$ cat src/rtl/c3lib_hs4_rcv.sv
// Four-phase bundled-data handshake receiver: synchronizes req_in into clk,
// captures data_in into a one-entry valid/ready buffer and returns ack_out.
//   state    | meaning
//   IDLE     | ack low, waiting for synchronized request and buffer space
//   WAIT_LOW | word captured, ack high, waiting for request return-to-zero
module c3lib_hs4_rcv #(
  parameter int WIDTH       = 32,
  parameter int SYNC_STAGES = 2
) (
  input  logic             clk,
  input  logic             rst_n,
  input  logic             req_in,
  input  logic [WIDTH-1:0] data_in,
  output logic             ack_out,
  output logic [WIDTH-1:0] dout,
  output logic             dout_vld,
  input  logic             dout_rdy,
  output logic             busy
);

  typedef enum logic {IDLE = 1'b0, WAIT_LOW = 1'b1} state_t;

  state_t                 state_q, state_d;
  logic [SYNC_STAGES-1:0] sync_q;
  logic                   req_s;
  logic                   pop;
  logic                   space;
  logic                   capture;
  logic                   ack_q, ack_d;
  logic                   vld_q, vld_d;
  logic [WIDTH-1:0]       dout_q, dout_d;

  // req_in is only ever sampled by the first stage of this chain
  always_ff @(posedge clk or negedge rst_n) begin
    if (!rst_n) begin
      sync_q <= '0;
    end else begin
      sync_q <= {sync_q[SYNC_STAGES-2:0], req_in};
    end
  end

  assign req_s = sync_q[SYNC_STAGES-1];
  assign pop   = vld_q & dout_rdy;
  assign space = ~vld_q | dout_rdy;

  always_comb begin
    state_d = state_q;
    capture = 1'b0;
    case (state_q)
      IDLE: begin
        if (req_s && space) begin
          capture = 1'b1;
          state_d = WAIT_LOW;
        end
      end
      WAIT_LOW: begin
        if (!req_s) begin
          state_d = IDLE;
        end
      end
      default: state_d = IDLE;
    endcase
    ack_d  = (state_d == WAIT_LOW);
    vld_d  = capture | (vld_q & ~pop);
    dout_d = capture ? data_in : dout_q;
  end

  always_ff @(posedge clk or negedge rst_n) begin
    if (!rst_n) begin
      state_q <= IDLE;
      ack_q   <= 1'b0;
      vld_q   <= 1'b0;
      dout_q  <= '0;
    end else begin
      state_q <= state_d;
      ack_q   <= ack_d;
      vld_q   <= vld_d;
      dout_q  <= dout_d;
    end
  end

  assign ack_out  = ack_q;
  assign dout_vld = vld_q;
  assign dout     = dout_q;
  assign busy     = (state_q == WAIT_LOW);

endmodule

$ cat config.mk
export PLATFORM = sky130hd
export DESIGN_NAME = c3lib_hs4_rcv
export DESIGN_NICKNAME = d
export VERILOG_FILES = /design/src/rtl/c3lib_hs4_rcv.sv
export SDC_FILE = /design/constraint.sdc
export NUM_CORES = 1
export LEC_CHECK = 0
export CORE_MARGIN = 2
export CORE_UTILIZATION = 35
export CTS_BUF_LIST = sky130_fd_sc_hd__clkbuf_8 sky130_fd_sc_hd__clkbuf_16
export CTS_CLUSTER_SIZE = 16
export DETAILED_ROUTE_END_ITERATION = 8
export GPL_TIMING_DRIVEN = 1
export PLACE_DENSITY = 0.83
export SLEW_MARGIN = 10
export SYNTH_ARGS = -nofsm -noshare
export SYNTH_HDL_FRONTEND = slang
export SYNTH_SLANG_ARGS = --single-unit
$ cat constraint.sdc
create_clock -name clk -period 1.4 [get_ports clk]
set_clock_uncertainty 0.1 [all_clocks]
set_input_delay 0.21 -clock clk [delete_from_list [all_inputs] [get_ports clk]]
set_output_delay 0.21 -clock clk [all_outputs]
set_load 0.02 [all_outputs]
**After elaboration in Yosys (flattened, before gate mapping)**

Cells that the tools add are included.

- Bits of input ports: 36
- Register bits: 36
- Word-level logic and storage cells: 16

- Reductions and logical operators: 1
- Muxes and demuxes: 4
- Bitwise operators: 7

Operator list:

| cell | count |
|---|---|
| two-way mux 1 bit | 3 |
| NOT 1 bit | 3 |
| bitwise AND 1 bit | 2 |
| bitwise OR 1 bit | 2 |
| case mux 1 bit (2 select lines) | 1 |
| logical AND 1 bit | 1 |

**Logic depth before layout (Yosys ltp)**

- Depth in word-level cells: 6
- Depth in mapped cells: 4

**Worst setup path after synthesis**

Ideal clock, no wire load.

- Path type: register to register
- Start: register vld_q, in the netlist dout_vld
- End: register dout_q[0], in the netlist dout[0]
- Data arrival time: 1.350 ns
- Cell stages (with the launch flop): 5
- Clock period less this slack: 1.575 ns
- Data required time: 1.175 ns
- Setup slack: -0.175 ns
- Path through: dfrtp_1 nand2b_2 nor3b_4 buf_6 mux2_2

- Word-level cells in the longest chain between the ends: 5

Ends and longest elaborated chain:

| item | line | RTL |
|---|---|---|
| from (decl) | 30 | `logic vld_q, vld_d;` |
| from (signal assigned) | 77 | `vld_q <= vld_d;` |
| NOT 1 bit | 44 | `assign space = ~vld_q \| dout_rdy;` |
| bitwise OR 1 bit | 44 |  |
| logical AND 1 bit | 51 | `if (req_s && space) begin` |
| two-way mux 1 bit | 51 |  |
| two-way mux 1 bit | 49 | `case (state_q)` |
| to (signal assigned) | 78 | `dout_q <= dout_d;` |
| to (decl) | 31 | `logic [WIDTH-1:0] dout_q, dout_d;` |

Every way passes these cells.
A chain may end at the register's enable or synchronous reset.

**Worst setup path in the final report**

- Start: input port dout_rdy
- End: register dout_q[13], in the netlist dout[13]

- Word-level cells in the longest chain between the ends: 4

Ends and longest elaborated chain:

| item | line | RTL |
|---|---|---|
| from (decl) | 17 | `input logic dout_rdy,` |
| bitwise OR 1 bit | 44 |  |
| logical AND 1 bit | 51 |  |
| two-way mux 1 bit | 51 |  |
| two-way mux 1 bit | 49 |  |

Every way passes these cells.

==> run summary <==
Run status
• finished with violations — status
• setup timing — failing checks

Placement
• 2180 um — post-DP HPWL
• 0.666 — final weighted congestion in routability-driven placement
• 70 — # port buffers

Finish
• 69.4% — area grow syn2layout
• 197 — final net count
• 314 — total of fill cells in the finished design
• 0.333 — layout cell share with drive strength beyond 1
• 0 — Antenna Diode Count
• 0.618 — Layout Utilization

Synth
• 0 — Post-synth EDFFs
• dfrtp_1 67%, mux2_2 27%, buf_6 2.5%, nor3b_4 1.4%, nand2b_2 0.65% — cell types occupying the most area after synthesis
• 17.3 um^2 — average cell area after synthesis
• 36 x dfrtp_1, 32 x mux2_2, 3 x buf_6 — most instantiated cells after synthesis
• 78 — synthesized instance count
• 0.669 — area share of the leading cell type in the synthesized netlist
• dfrtp_1 — top_reg_cell synth
• 114 — syn_nets
• 0 — Yosys warning total
• 0.669 — sequential-to-total area share from yosys stat
• dfrtp_1 — cell type with the largest total area after synthesis
• 1.00 — ys async rst share
• 9 — post-synth cell types
• 1350 um^2 — Mapped Area
• dfrtp_1 — most used standard cell by instance count after synthesis
• 36 — flop and latch count out of synthesis

Drt
• 3090 um — Post-Route WL
• 4.55 — detail-routed via count per cell
• 1460 um — wire length on met2
• 38 — DRC violation total after the first TritonRoute iteration
• 0 — residual antenna-violating net count after detailed routing
• 0 — post-route DRC violation count
• 955 — total via count in the routed design
• 1260 um — detailed-routing wirelength on met1
• met4 — highest metal used
• 327 um — met3 WL
• 14.7 um — post-detailed-route wirelength per cell
• 3 — TritonRoute pass-1 iters

Setup path
• in2reg — Worst Path Class, Setup
• 16 — largest fanout on the critical path
• primary input — Critical Path Start Type
• 1.46 ns — critical path data required time
• dout[13] — FF-to-FF End
• dout_rdy — crit path launch
• 0.46 ns — largest stage delay on the critical path
• 3 — number of buffers and inverters on the critical path
• 1.61 ns — Arr. time, crit path
• flop — kind of end point of the critical path
• 5 — count of cells along the worst register-to-register path
• buffers and inverters — cell type group with the largest total delay on the critical path
• dout_vld — worst flop-to-flop path startpoint
• 6 — cell count along the critical path
• clkdlybuf4s50_1 > nand2b_4 > nor3b_4 > buf_4 > buf_12 > mux2_2 — CP cell instances
• -0.13 ns — Reg2Reg Setup Slack
• dout[13] — Worst Setup EP
• clkdlybuf4s50_1 — cell with the largest stage delay on the worst path

CTS
• 0.28 ns — worst skew pair latency
• 5 — number of buffers inserted during clock tree synthesis
• done — CTS tree
• clkbuf_8 — CTS root buf
• 2 — depth of the CTS H-tree
• 0.07 ns — clock-pin slew on the worst setup and hold paths
• 36 — total clock sinks
• 2 — CTS Buffer Depth

Floorplanning
• 3690 um^2 — standard cell core area
• 66.0 um — Die Wd
• 0.365 — initial standard-cell utilization of the core
• 66.0 um — floorplan die height
• 71 — io pins
• 22 — number of rows created at floorplan
• 4360 um^2 — DIE AREA

Global routing
• 0 — Overflow after GRT
• 942 — vias in the first global route
• 0 — number of antenna violations at the first check in global routing
• 0.142 — global routing usage summed across all routing layers
• 4510 um — first-pass GRT wire length
• 33 — largest net degree at the start of global routing

Power and ir drop
• 0.273 — share of total power in the clock network
• 1.04 nW — static leakage power
• 1380 nW/um^2 — pwr/cell area
• 0.00226 W — Internal Power
• 0.303 — share of power burned in combinational logic
• 0.283 — net switching fraction of the power
• 0.00315 W — Overall Power
• 689 uV — worst IR drop on VDD
• 0.000892 W — switching power
• 0.423 — share of power burned in registers

STA
• 0 — total count of hold-check failures in the final report
• 645 MHz — Highest Clock Rate
• -4.18 ns — setup TNS
• 1.11 — share of the clock period used by the worst path
• 0.489 ns — measured slew at the worst slew-check pin
• 0.674 — headroom to the max-slew limit
• -0.150 ns — worst setup margin
• 0 — number of max-slew violations in the final report
• yes — unrepaired setup endpoints after global routing
• 32 — Final setup viols
• 1.55 ns — post-layout minimum cycle time

Flow run
• 0 — Max-Cap Viols

Worst hold path
• sync_q[0] — Min-Delay Startpoint
• 0 — Cells on Worst Hold Path
• reg2reg — class of the tightest hold or removal check

-- power groups by stage --
stage | Sequential [W] | Combinational (W) | Clock (W)
global route | 0.00136 | 0.00102 | 0.000942
floorplan | 0.00160 | 0.000231 | 0
finish | 0.00133 | 0.000956 | 0.000860
detailed placement | 0.00136 | 0.00105 | 0
CTS | 0.00134 | 0.000908 | 0.000883
global placement | 0.00135 | 0.00102 | 0
-- worst min-delay path by stage --
stage	slack [ns]	endpoint
final	0.25	sync_q[1]
after global routing	0.28	sync_q[1]
after CTS	0.25	sync_q[1]
after global placement	0.08	dout[10]
after detailed placement	0.09	dout[10]
after floorplan	-0.19	ack_out
-- cells by family (layout without fill, tap and decap cells) --
family | Yosys count | in the layout | share of synthesized area
muxes | 32 | 32 | 0.268
buffers and inverters | 5 | 89 | 0.0335
DFF | 36 | 36 | 0.669
AOI/OAI and AO/OA | 1 | 1 | 0.00371
and+or+nand+nor | 4 | 4 | 0.0260
-- routing by layer --
metal  vias to the layer above  global-route usage
met3                         5              0.0647
met4                         0              0.0536
met1                       460               0.165
met2                        53               0.230
met5                         -                   0
li1                        437                   -
-- cell type report --
type / instances / area, um^2 / area share
clock buffer: 5 / 68.8 / 0.0302
multi-input combinational: 37 / 435 / 0.191
sequential: 36 / 902 / 0.396
inverter: 1 / 3.75 / 0.00165
timing repair buffer: 80 / 772 / 0.338
clock inverter: 3 / 38.8 / 0.0170
tap: 48 / 60.1 / 0.0263
-- layout by cell type, fill, tap and decap left out --
| master | netlist | layout |
|---|---|---|
| dfrtp_1 | 36 | 35 |
| clkdlybuf4s50_1 | 0 | 34 |
| dlygate4sd2_1 | 0 | 33 |
| mux2_2 | 32 | 24 |
| mux2_4 | 0 | 8 |
| clkbuf_8 | 0 | 5 |
| buf_4 | 1 | 5 |
| inv_1 | 1 | 2 |
| nor2_1 | 2 | 2 |
| buf_2 | 0 | 2 |
| buf_12 | 0 | 2 |
| nand2b_4 | 0 | 1 |
| o21ai_0 | 1 | 1 |
| nor3b_4 | 1 | 1 |
| clkinv_2 | 0 | 1 |
| bufinv_16 | 0 | 1 |
| clkbuf_16 | 0 | 1 |
| buf_8 | 0 | 1 |
| dfrtp_2 | 0 | 1 |
| dlygate4sd3_1 | 0 | 1 |
| clkbuf_2 | 0 | 1 |
-- per-stage QoR --
stage	cell area, um^2	std cells	setup slack (ns)	hold WS, ns
final	2280	210	-0.150	0.251
after global routing	2280	210	-0.209	0.282
after CTS	2190	206	-0.130	0.255
after detailed placement	2120	197	-0.424	0.0936
after global placement	2120	197	-0.386	0.0765
after floorplan	1350	78	-0.151	-0.186
-- flip-flops by register name (all words and copies together) (netlist names) --
register / count
dout: 32
sync_q: 2
ack_out: 1
dout_vld: 1
-- what timing repair did --
action,CTS,global route
setup buffers,0,2
cloned,0,2
endpoints found under the setup margin,67,32
hold endpoints to repair,17,0
hold buffers,1,0
resized for setup,41,10
Note: power is estimated with default switching activity, not from simulation.
